==> src/rtl/mac_window_feeder.sv <==
// -----------------------------------------------------------------------------
// mac_window_feeder
//
// Upstream feeder for the CPE matrix accelerator. Collects a serial stream of
// (multiplier, multiplicand) pairs into KERNEL_SIZE*KERNEL_SIZE operand slots.
// Once a correctly framed window is complete it pulses mStart on every lane,
// waits for the accelerator's finalReady, and hands finalAccumulate back on a
// valid/ready result port.
//
// Ports
//   Clk                 clock, all logic on the rising edge
//   Rst                 synchronous active-low reset
//   s_valid/s_ready     operand stream handshake
//   s_multiplier        signed operand A, DATA_WIDTH bits
//   s_multiplicand      signed operand B, DATA_WIDTH bits
//   s_last              marks the final pair of a window
//   multiplier_input    N slots of AXI_BUS_WIDTH, slot n at [n*AXI_BUS_WIDTH +: AXI_BUS_WIDTH]
//   multiplicand_input  same packing as multiplier_input
//   mStart              all lanes high for one cycle per complete window
//   finalReady          accelerator done
//   finalAccumulate     accelerator sum, captured into m_data
//   m_valid/m_ready     result handshake
//   m_data              captured result
//   busy                high whenever the feeder is not collecting operands
//   frame_err           sticky: window length did not match s_last framing
//   timeout_err         sticky: accelerator never reported done
//   err_clr             clears both sticky flags on the next edge
// -----------------------------------------------------------------------------
module mac_window_feeder #(
  parameter int DATA_WIDTH    = 16,
  parameter int KERNEL_SIZE   = 3,
  parameter int AXI_BUS_WIDTH = 32,
  parameter int START_GUARD   = 2,
  parameter int TIMEOUT       = 255
) (
  input  logic                                              Clk,
  input  logic                                              Rst,
  input  logic                                              s_valid,
  output logic                                              s_ready,
  input  logic [DATA_WIDTH-1:0]                             s_multiplier,
  input  logic [DATA_WIDTH-1:0]                             s_multiplicand,
  input  logic                                              s_last,
  output logic [KERNEL_SIZE*KERNEL_SIZE*AXI_BUS_WIDTH-1:0]  multiplier_input,
  output logic [KERNEL_SIZE*KERNEL_SIZE*AXI_BUS_WIDTH-1:0]  multiplicand_input,
  output logic [KERNEL_SIZE*KERNEL_SIZE-1:0]                mStart,
  input  logic                                              finalReady,
  input  logic [AXI_BUS_WIDTH-1:0]                          finalAccumulate,
  output logic                                              m_valid,
  input  logic                                              m_ready,
  output logic [AXI_BUS_WIDTH-1:0]                          m_data,
  output logic                                              busy,
  output logic                                              frame_err,
  output logic                                              timeout_err,
  input  logic                                              err_clr
);

  localparam int N       = KERNEL_SIZE * KERNEL_SIZE;
  localparam int CNT_W   = (N > 1) ? $clog2(N) : 1;
  localparam int GUARD_W = $clog2(START_GUARD + 1);
  localparam int TMO_W   = $clog2(TIMEOUT);

  localparam logic [CNT_W-1:0]   CNT_LAST   = CNT_W'(N - 1);
  localparam logic [GUARD_W-1:0] GUARD_INIT = GUARD_W'(START_GUARD);
  localparam logic [TMO_W-1:0]   TMO_LAST   = TMO_W'(TIMEOUT - 1);

  typedef enum logic [1:0] {
    ST_FILL,
    ST_START,
    ST_WAIT,
    ST_OUT
  } state_t;

  state_t               state_q, state_d;
  logic [CNT_W-1:0]     cnt_q;
  logic [GUARD_W-1:0]   guard_q;
  logic [TMO_W-1:0]     tmo_q;
  logic [AXI_BUS_WIDTH-1:0] slot_a [N];
  logic [AXI_BUS_WIDTH-1:0] slot_b [N];

  // Strobes decoded by the next-state logic and consumed by the datapath.
  logic accept;
  logic frame_hit;
  logic capture;
  logic timeout_hit;

  assign s_ready = Rst & (state_q == ST_FILL);
  assign busy    = (state_q != ST_FILL);

  // ---------------------------------------------------------------------------
  // State register
  // ---------------------------------------------------------------------------
  // NOTE: every clocked block uses non-blocking assignments so all registers
  // update together from the values present before the edge.
  always_ff @(posedge Clk) begin
    if (!Rst) state_q <= ST_FILL;
    else      state_q <= state_d;
  end

  // ---------------------------------------------------------------------------
  // Next-state and strobe decode
  // ---------------------------------------------------------------------------
  // NOTE: every signal written here gets a default first, so no path can leave
  // one unassigned and infer a latch.
  always_comb begin
    state_d     = state_q;
    accept      = 1'b0;
    frame_hit   = 1'b0;
    capture     = 1'b0;
    timeout_hit = 1'b0;
    unique case (state_q)
      ST_FILL: begin
        if (s_valid && s_ready) begin
          accept = 1'b1;
          if (s_last && (cnt_q == CNT_LAST)) state_d = ST_START;
          // s_last early, or missing on the final slot: drop the window.
          else if (s_last || (cnt_q == CNT_LAST)) frame_hit = 1'b1;
        end
      end
      ST_START: state_d = ST_WAIT;
      ST_WAIT: begin
        // finalReady may still be high from the previous window until the
        // guard has run out, so it is only trusted once guard reaches zero.
        if ((guard_q == '0) && finalReady) begin
          capture = 1'b1;
          state_d = ST_OUT;
        end else if (tmo_q == TMO_LAST) begin
          timeout_hit = 1'b1;
          state_d     = ST_FILL;
        end
      end
      ST_OUT: begin
        if (m_ready) state_d = ST_FILL;
      end
      default: state_d = ST_FILL;
    endcase
  end

  // ---------------------------------------------------------------------------
  // Operand slots
  // ---------------------------------------------------------------------------
  // NOTE: the slot array is explicitly reset because the accelerator sees it
  // directly and must read zeros out of reset; a storage array with no such
  // observer would normally be left unreset.
  always_ff @(posedge Clk) begin
    if (!Rst) begin
      for (int i = 0; i < N; i++) begin
        slot_a[i] <= '0;
        slot_b[i] <= '0;
      end
    end else if (accept) begin
      for (int i = 0; i < N; i++) begin
        if (cnt_q == CNT_W'(i)) begin
          slot_a[i] <= AXI_BUS_WIDTH'($signed(s_multiplier));
          slot_b[i] <= AXI_BUS_WIDTH'($signed(s_multiplicand));
        end
      end
    end
  end

  for (genvar n = 0; n < N; n++) begin : g_pack
    assign multiplier_input[n*AXI_BUS_WIDTH +: AXI_BUS_WIDTH]   = slot_a[n];
    assign multiplicand_input[n*AXI_BUS_WIDTH +: AXI_BUS_WIDTH] = slot_b[n];
  end

  // ---------------------------------------------------------------------------
  // Slot counter, start pulse, guard and timeout counters
  // ---------------------------------------------------------------------------
  always_ff @(posedge Clk) begin
    if (!Rst) begin
      cnt_q   <= '0;
      mStart  <= '0;
      guard_q <= '0;
      tmo_q   <= '0;
    end else begin
      if (accept) begin
        if ((state_d == ST_START) || frame_hit) cnt_q <= '0;
        else                                    cnt_q <= cnt_q + 1'b1;
      end

      // Registered so the pulse lines up with the START cycle.
      mStart <= {N{state_d == ST_START}};

      if (state_q == ST_START) begin
        guard_q <= GUARD_INIT;
        tmo_q   <= '0;
      end else if (state_q == ST_WAIT) begin
        if (guard_q != '0) guard_q <= guard_q - 1'b1;
        tmo_q <= tmo_q + 1'b1;
      end
    end
  end

  // ---------------------------------------------------------------------------
  // Result port
  // ---------------------------------------------------------------------------
  always_ff @(posedge Clk) begin
    if (!Rst) begin
      m_valid <= 1'b0;
      m_data  <= '0;
    end else begin
      if (capture) begin
        m_valid <= 1'b1;
        m_data  <= finalAccumulate;
      end else if ((state_q == ST_OUT) && m_ready) begin
        m_valid <= 1'b0;
      end
    end
  end

  // ---------------------------------------------------------------------------
  // Sticky error flags: a new error outranks a simultaneous clear.
  // ---------------------------------------------------------------------------
  always_ff @(posedge Clk) begin
    if (!Rst) begin
      frame_err   <= 1'b0;
      timeout_err <= 1'b0;
    end else begin
      if (frame_hit)    frame_err <= 1'b1;
      else if (err_clr) frame_err <= 1'b0;

      if (timeout_hit)  timeout_err <= 1'b1;
      else if (err_clr) timeout_err <= 1'b0;
    end
  end

endmodule

==> config.mk <==
export PLATFORM = sky130hd
export DESIGN_NAME = mac_window_feeder
export DESIGN_NICKNAME = d
export VERILOG_FILES = /design/src/rtl/mac_window_feeder.sv
export SDC_FILE = /design/constraint.sdc
export NUM_CORES = 1
export LEC_CHECK = 0
export ABC_AREA = 1
export CORE_AREA = 3 3 266 268
export CTS_CLUSTER_DIAMETER = 80
export DETAILED_ROUTE_END_ITERATION = 6
export DIE_AREA = 0 0 269 271
export PLACE_DENSITY = 0.46
export SYNTH_ARGS = -nofsm -noshare
export SYNTH_HDL_FRONTEND = slang
export SYNTH_SLANG_ARGS = --single-unit
export TNS_END_PERCENT = 30
==> constraint.sdc <==
create_clock -name Clk -period 4.5 [get_ports Clk]
set_input_delay 0.9 -clock Clk [delete_from_list [all_inputs] [get_ports Clk]]
set_output_delay 0.9 -clock Clk [all_outputs]
set_load 0.02 [all_outputs]
==> results.md, run 1 <==
Run status:
- The flow ran to the end, and the final reports show no timing, DRC or antenna violations.

Global route:
- Global routing finished with a remaining overflow of 0.
- The met1 usage is 0.135.
- For met3 alone, demand over resource in global routing was 0.0459.
- The number of antenna violations at the first check in global routing is 4.
- For this run, the total global-route usage over all layers was measured as 0.124.
- The busiest layer in global routing is met2.
- The first global-routing pass estimated between 60,000 and 70,000 um of wire.
- The met2 usage is 0.222.
- The largest net degree at the start of global routing is 44.
- The via count of the first global-routing pass came to around 8,300.

Setup path:
- Among the stages of the critical path, the cell type that occurs most often is sky130_fd_sc_hd__clkdlybuf4s50_1.
- The source of the worst register-to-register timing path is state_q[1].
- The critical path in this run is classified as in2out.
- The required time at the endpoint of the critical path is roughly 3600 ps.
- Walking the worst path, the cells encountered are clkdlybuf4s50_1 -> nand2_2 -> inv_2 -> clkdlybuf4s50_1.
- Along the worst path, the maximum fanout reaches 2.
- The worst reg2reg path endpoint is slot_b[0][8].
- The sort of element at the end of the critical path is an output port.
- The kind of start point of the critical path is a primary input.
- The largest individual stage delay along the critical path comes from the cell sky130_fd_sc_hd__clkdlybuf4s50_1.
- The setup check on the worst reg-to-reg path leaves a slack of between 1500 and 2000 ps.
- In this design, the stage delay of the slowest critical-path cell is 610 ps.
- The number of cell instances on the worst register-to-register path is 11.
- For the worst setup path, the data arrival time is ~2100 ps.

Routing:
- In this run, the number of DRC markers left after iteration 0 of detailed routing was approximately 280.
- The first detailed-routing pass ran for 5 iterations.
- After detailed routing, the number of vias per cell comes to around 3.5.
- The routed layout has around 8,000 vias.
- After detailed routing, the total wire length is 47,400 um.
- Dividing the detail-routed wire length by the instance count gives between 20 and 25 um.
- The number of antenna-violating nets in the routed design is 0.
- The final routed DRC violation total is 0.

Clock tree:
- The clock-pin slew reported for the worst setup and hold paths after clock tree synthesis is 50 ps.
- In this run the post-CTS setup repair buffer count came out at 0.
- The cell at the root of the clock tree is sky130_fd_sc_hd__clkbuf_16.
- TritonCTS built the clock tree.
- The number of cells upsized or downsized after cts is 0.
- The clock reaches the later pin of the worst-skew pair after around 550 ps.
- Buffers inserted during clock tree synthesis total 40.
- The clock drives 340 sinks.
- In this run the deepest clock path goes through 3 buffers.
- For this design, the CTS-stage hold fixing added 0 buffers.
- The H-tree generated during clock tree synthesis spans 2 levels.

Logic synthesis:
- The flip-flop and latch count after synthesis is 340.
- Sorting the synthesized cells by how often they occur yields sky130_fd_sc_hd__buf_4 (296), sky130_fd_sc_hd__edfxtp_1 (288), sky130_fd_sc_hd__inv_1 (79), sky130_fd_sc_hd__nand2_1 (73), sky130_fd_sc_hd__dfxtp_1 (52).
- A synthesized cell averages 14.1 um2.
- The cell count after synthesis came out at 953.
- The async set-reset flop share out of synthesis is 0.
- The share of the yosys chip area belonging to registers is 0.721.
- The mapped netlist covers between 0.01 and 0.015 mm2.
- The largest total area in the synthesized netlist belongs to sky130_fd_sc_hd__edfxtp_1.
- The cell with the most instances after synthesis is sky130_fd_sc_hd__buf_4.
- Yosys mapped the design onto 24 distinct sky130hd cell types.
- For this run, the leading register cell type out of synthesis is sky130_fd_sc_hd__edfxtp_1.
- The top-area cell type share of the netlist area is 0.643.
- The synthesized netlist net count is between 1,000 and 1,500.
- Yosys mapped a number of flops with a built-in enable equal to roughly 290.
- By area the synthesized netlist is led by sky130_fd_sc_hd__edfxtp_1 (64%), sky130_fd_sc_hd__buf_4 (17%), sky130_fd_sc_hd__dfxtp_1 (7.7%).
- Yosys printed 0 warnings.

Place:
- The post-detailed-placement half-perimeter wirelength is around 35,000 um.
- The number of cells after detailed placement is around 2,300.
- The congestion estimate from routability-driven global placement came to 0.749.
- The count of buffers added on input and output ports is 692.
- The total cell area at the placement stage is 0.0195 mm2.

Cells and area:
- The synthesis-to-finish area growth is 54.2%.
- The post-layout instance count excluding filler cells is 2,351.
- After routing the design area is between 0.02 and 0.025 mm2.
- The number of nets in the final layout is about 1,500.
- Of the cells placed in the final design, the portion with a size suffix greater than 1 is 0.0663.

Power:
- Of the total power, the share spent switching nets is 0.277.
- The leakage dissipation is around 7.5 nW.
- The worst ir drop on vdd is 0.240 mV.
- The share of total power dissipated in the clock network is 0.354.
- Of the total power, combinational logic draws 0.201.
- The total power after layout is just under 9 mW.
- The ratio of total power to cell area is around 420 mW/mm2.
- The share of total power dissipated in sequential elements is 0.445.
- The internal portion of the total power is 6.26 mW.
- For this design the total switching power over the nets is roughly 2.4 mW.

Floorplanning:
- The floorplan step defined a die boundary enclosing roughly 0.073 mm2.
- The number of I/O pins is 693.
- In this run the horizontal extent of the chip is between 200 and 300 um.
- The die is roughly 270 um tall.
- For this configuration, the core starts out at a cell density of 0.196.
- The number of placement rows is 96.
- The core region is 0.0686 mm2.

STA:
- Setup repair after global routing left no endpoint under its margin.
- The number of failing hold endpoints at the final stage is 0.
- The clock period minus final worst setup slack is roughly 3000 ps.
- The normalized max-slew margin is 0.405.
- The post-route clock skew is between 15 and 20 ps.
- For the pin with the worst max-slew slack, the measured transition is between 800 and 900 ps.
- The final total negative setup slack is 0 ps.
- The share of the clock period used by the worst path is 0.673.
- The number of max-slew violations in the final report was 0.
- The maximum clock rate is approximately 330 MHz.
- The final number of setup-violating endpoints is 0.

Min path:
- For hold timing, the worst endpoint is m_data[7].
- The min-delay analysis places its worst path in the category reg2reg.
- The origin of the worst min-delay path is m_data[7].
- Counting instances, the worst hold path has a depth of 2.

Run:
- Max-cap violations in this run came to 0.
-- cell families (layout without fill, tap and decap cells) --
family / after synthesis / count (layout) / share of synthesized area
buffers and inverters: 396 / 861 / 0.195
flip-flops: 340 / 340 / 0.721
AND/OR/NAND/NOR: 107 / 107 / 0.0338
AO/OA/AOI/OAI: 94 / 94 / 0.0368
adder cells (fa/ha/maj): 12 / 12 / 0.0112
XOR/XNOR: 4 / 4 / 0.00261
other: 0 / 2 / 0
-- placed cells by master, fill, tap and decap left out, types with 3 or more instances in the layout --
master and instances:
sky130_fd_sc_hd__buf_4 8, sky130_fd_sc_hd__xor2_1 3, sky130_fd_sc_hd__o21ai_4 5, sky130_fd_sc_hd__clkinv_1 5
sky130_fd_sc_hd__nor2_1 18, sky130_fd_sc_hd__o21ai_0 40, sky130_fd_sc_hd__clkbuf_1 9, sky130_fd_sc_hd__inv_1 79
sky130_fd_sc_hd__inv_2 6, sky130_fd_sc_hd__buf_12 7, sky130_fd_sc_hd__a21oi_1 47, sky130_fd_sc_hd__nand2_2 9
sky130_fd_sc_hd__clkdlybuf4s50_1 692, sky130_fd_sc_hd__dfxtp_1 52, sky130_fd_sc_hd__clkbuf_16 41, sky130_fd_sc_hd__inv_6 5
sky130_fd_sc_hd__clkinv_2 4, sky130_fd_sc_hd__nand2_1 69, sky130_fd_sc_hd__edfxtp_1 288, sky130_fd_sc_hd__ha_1 12
-- metal layers --
metal  vias up  wire (um)
met1      3910      17500
met4         0        986
met5         -          0
met2       431      24200
met3        59       4640
li1       3786          -
-- sequential cells by signal, summed over array words and instances, names as in the netlist --
register	flops
m_valid	1
slot_b	144
frame_err	1
m_data	32
mStart	1
timeout_err	1
tmo_q	8
slot_a	144
state_q	2
cnt_q	4
guard_q	2
-- power groups by stage --
stage | Combinational, mW | Sequential, mW | Clock [mW]
2_1_floorplan | 0.702 | 4.16 | 0
3_3_place_gp | 1.78 | 3.93 | 0
3_5_place_dp | 1.78 | 3.92 | 0
4_1_cts | 1.79 | 3.86 | 3.19
5_1_grt | 1.84 | 3.88 | 3.31
6_report | 1.74 | 3.85 | 3.07
-- worst max-delay path by stage --
| stage | from | to | slack (ps) |
|---|---|---|---|
| after floorplan | Rst | slot_a[0][100] | 360 |
| after global placement | Rst | slot_a[0][30] | 900 |
| after detailed placement | Rst | slot_b[0][136] | 890 |
| after CTS | Rst | s_ready | 1460 |
| after global routing | Rst | slot_b[0][256] | 1290 |
| final | Rst | s_ready | 1470 |
-- per-stage QoR --
step / worst slack, ps / hold slack (ps) / utilization
final: 1470 / 447 / 0.302
after global routing: 1290 / 462 / 0.302
after CTS: 1460 / 449 / 0.302
after global placement: 904 / 432 / 0.284
after floorplan: 356 / 444 / -
after detailed placement: 894 / 439 / 0.284
-- worst max-delay path, delay by kind of cell --
family | cells | cell delay (ps)
buf+inv | 3 | 1170
simple gates | 1 | 50
-- layout make-up --
type,count,area [um2]
diodes,2,5.00
clock buffers,50,1060
clock inverters,19,166
well taps,931,1160
fillers,6827,47800
inverters,85,319
multi-input cells,217,1200
repair buffers,707,7130
flip-flops and latches,340,9690
Note: power is estimated with default switching activity, not from simulation.
==> run 2, diff against run 1 <==
--- a/config.mk
+++ b/config.mk
@@ -6,10 +6,10 @@
 export NUM_CORES = 1
 export LEC_CHECK = 0
 export ABC_AREA = 1
-export CORE_AREA = 3 3 266 268
+export CORE_AREA = 3 3 272 274
 export CTS_CLUSTER_DIAMETER = 80
 export DETAILED_ROUTE_END_ITERATION = 6
-export DIE_AREA = 0 0 269 271
+export DIE_AREA = 0 0 275 277
 export PLACE_DENSITY = 0.46
 export SYNTH_ARGS = -nofsm -noshare
 export SYNTH_HDL_FRONTEND = slang
==> constraint.sdc (replaced) <==
create_clock -name Clk -period 2.6 [get_ports Clk]
set_input_delay 0.52 -clock Clk [delete_from_list [all_inputs] [get_ports Clk]]
set_output_delay 0.52 -clock Clk [all_outputs]
set_load 0.02 [all_outputs]
==> run 2 against run 1 <==
- total power up 77%
- global-route usage down 0.31 points
- critical path depth down 3
- flip-flop and latch count unchanged
- worst hold slack worse by 0.51 ps
- register-to-register slack worse by 1300 ps
- clock power up 81%
- sequential share of layout area down 1.0 points
- non-clock buffer count up 24
- sequential power up 72%
- first-iteration DRC count up 78%
- combinational power up 82%
==> results.md, run 2 (same netlist as run 1, synthesis figures left out) <==
Setup path:
- The logic depth of the worst setup path including buffers is 1.
- The cell type of the slowest stage on the worst timing path is sky130_fd_sc_hd__clkdlybuf4s50_1.
- The setup check on the worst reg-to-reg path leaves a slack of 340 ps.
- The critical path is of the reg2out type.
- The source of the worst register-to-register timing path is state_q[0].
- The kind of cell with the highest combined delay along the critical path is buffers and inverters.
- The number of buffers and inverters on the critical path is 1.
- The critical path goes through clkdlybuf4s50_1.
- The number of cell instances on the worst register-to-register path is 12.
- The start point of the critical path is slot_a[0][62].
- The worst setup path is captured at an output port.
- The required time at the endpoint of the critical path is 2080 ps.
- The endpoint identified for the worst register-to-register timing path is slot_b[0][237].
- The largest driver fanout on the critical path is 17.
- The kind of start point of the critical path is a register.
- The stage delay of the slowest cell on the critical path is between 700 and 800 ps.
- The data arrival time of the critical path is ~2000 ps.
- The endpoint of the most critical setup path is multiplier_input[49].

Clock tree:
- The number of buffers created by CTS is 39.
- Clock-pin slew was measured on the worst setup and hold paths at 60 ps.
- The number of sinks on the clock net is 340.
- The cell at the root of the clock tree is sky130_fd_sc_hd__clkbuf_16.
- The clock tree from TritonCTS is yes.
- Clock latency on the worst-skew pair, taken at its later pin, is 550 ps.
- The depth of the CTS H-tree is 2.
- In this run the deepest clock path goes through 3 buffers.
- The number of hold buffers added after CTS was 0.

STA:
- The number of max-slew violations in the final report was 0.
- The number of failing hold endpoints at the final stage is 0.
- The clock period minus final worst setup slack is approximately 2500 ps.
- Hold timing on the final database bottoms out at a slack of approximately 450 ps.
- Headroom to the max-slew limit came out at 0.653.
- The share of the clock period used by the worst path is 0.949.
- The actual transition at the worst max-transition pin is roughly 520 ps.
- The post-route clock skew is about 19 ps.
- Timing would allow up to roughly 410 MHz.
- Setup violations remaining at the end of the flow were counted as 0.
- The final total negative setup slack is 0 ps.

Place:
- The routability congestion estimate is around 0.8.
- Once detailed placement completed, the half-perimeter wirelength came to between 30,000 and 40,000 um.
- The number of cells after detailed placement is 2,319.
- The number of input and output port buffers inserted is between 600 and 700.

Floorplanning:
- The number of placement rows is 98.
- The number of I/O pins is a little under 700.
- The die width is 275 um.
- From bottom edge to top edge, the die measures ~280 um.
- The die covers approximately 0.076 mm2.
- The core region is 0.0716 mm2.
- The initial utilization of the core area, before any placement, comes to 0.188.

Routing:
- For this run, design rule violations remaining after detail routing come to 0.
- The number of antenna-violating nets in the routed design is 0.
- The via count of the routed design is between 8,000 and 9,000.
- In the final routed layout, each cell accounts on average for approximately 20 um.
- The final layout contains routed wiring with a total length of between 40,000 and 50,000 um.
- The first-pass iteration count of the detailed router is 5.
- The via count normalized by instance count is 3.52.
- For this block, the initial DRC count from the detailed router was around 500.

Global route:
- The aggregate global-route resource usage is 0.121.
- The first global-routing pass estimated approximately 66,000 um of wire.
- The largest net degree at the start of global routing is 32.
- After global routing the overflow that remains totals 0.
- The number of antenna violations at the first check in global routing is 2.
- The via count of the first global-routing pass is a little under 9,000.

Run:
- The total of max-cap violations is 0.

Power:
- The ratio of total power to cell area is roughly 720 mW/mm2.
- The worst ir drop on vdd is 0.388 mV.
- The total power after layout is around 15 mW.
- Summed over all cells, the static leakage comes to about 7.8 nW.

Cells and area:
- The library cell used most frequently in the layout, excluding fill and tap cells, is sky130_fd_sc_hd__clkdlybuf4s50_1.
- The final standard cell utilization of the core is 0.296.
- In the layout the commonest cells are sky130_fd_sc_hd__clkdlybuf4s50_1 (682), sky130_fd_sc_hd__edfxtp_1 (288), sky130_fd_sc_hd__inv_1 (79).
- The number of nets in the final layout is roughly 1,500.
- The count of cells in the finished layout, fillers not included, comes to roughly 2,400.
- The ratio of cells with drive above 1 in the final layout is 0.0825.
- The antenna diode count is 0.
- In the final layout, the registers with the most flip-flops are slot_a: 144 flops, slot_b: 144 flops, m_data: 32 flops.
- The final-layout fill cell count is just over 7,000.
- The area growth from synthesis to layout is 57.7%.

Min path:
- The tightest min-delay check is of the reg2reg type.

Run status:
- The flow ran to the end, and the final reports show no timing, DRC or antenna violations.
[run 2: cell count changes in the layout (fill, tap and decap cells not counted), moves of 2 or more]
cell,change
sky130_fd_sc_hd__clkdlybuf4s50_1,-10
sky130_fd_sc_hd__clkinv_1,+3
sky130_fd_sc_hd__bufinv_16,+3
sky130_fd_sc_hd__dlymetal6s2s_1,+8
sky130_fd_sc_hd__clkbuf_1,-3
sky130_fd_sc_hd__clkinvlp_4,-2
sky130_fd_sc_hd__clkbuf_16,-2
sky130_fd_sc_hd__dlygate4sd2_1,+2
sky130_fd_sc_hd__inv_8,+2
sky130_fd_sc_hd__inv_6,-4
sky130_fd_sc_hd__buf_4,+9
sky130_fd_sc_hd__buf_12,+15
sky130_fd_sc_hd__diode_2,-2
[run 2: area by class of cell]
type	instances	area (um2)	share of cell area
clock buffers	46	1010	0.0477
well taps	950	1190	0.0561
multi-input cells	217	1200	0.0568
clock inverters	24	278	0.0131
inverters	85	319	0.0150
flip-flops and latches	340	9690	0.457
repair buffers	731	7510	0.354
[run 2: routing by layer]
metal / part of all wire / vias up / global-route usage
met3: 0.099 / 60 / 0.0446
li1: - / 3835 / -
met2: 0.48 / 454 / 0.208
met1: 0.39 / 4081 / 0.141
met4: 0.023 / 0 / 0.0333
met5: 0 / - / 0
[run 2: how the worst min path moves through the flow]
stage	startpoint	end	slack, ps	depth (start not counted)
finish	m_data[19]	m_data[19]	450	2
global route	m_data[1]	m_data[1]	470	2
CTS	m_data[24]	m_data[24]	450	2
detailed placement	m_data[24]	m_data[24]	440	2
global placement	m_data[1]	m_data[1]	430	2
floorplan	tmo_q[7]	tmo_q[7]	440	2
[run 2: stage by stage]
stage | area, um2 | setup WS [ps]
after floorplan | 13400 | -355
after global placement | 19800 | 102
after detailed placement | 19800 | 44.7
after CTS | 21100 | 2.22
after global routing | 21200 | -5.43
final | 21200 | 134
[run 2: power by group]
| part | internal, mW | total [mW] | switching, mW |
|---|---|---|---|
| clock | 3.31 | 5.55 | 2.24 |
| sequential | 6.40 | 6.64 | 0.244 |
| combinational | 1.41 | 3.16 | 1.74 |
| total | 11.1 | 15.4 | 4.23 |
[run 2: repair_timing]
item	CTS	global route
pin swaps	0	0
setup endpoints to repair	22	71
endpoints found under the hold margin	0	0
resized for setup	2	8
buffers inserted	1	3
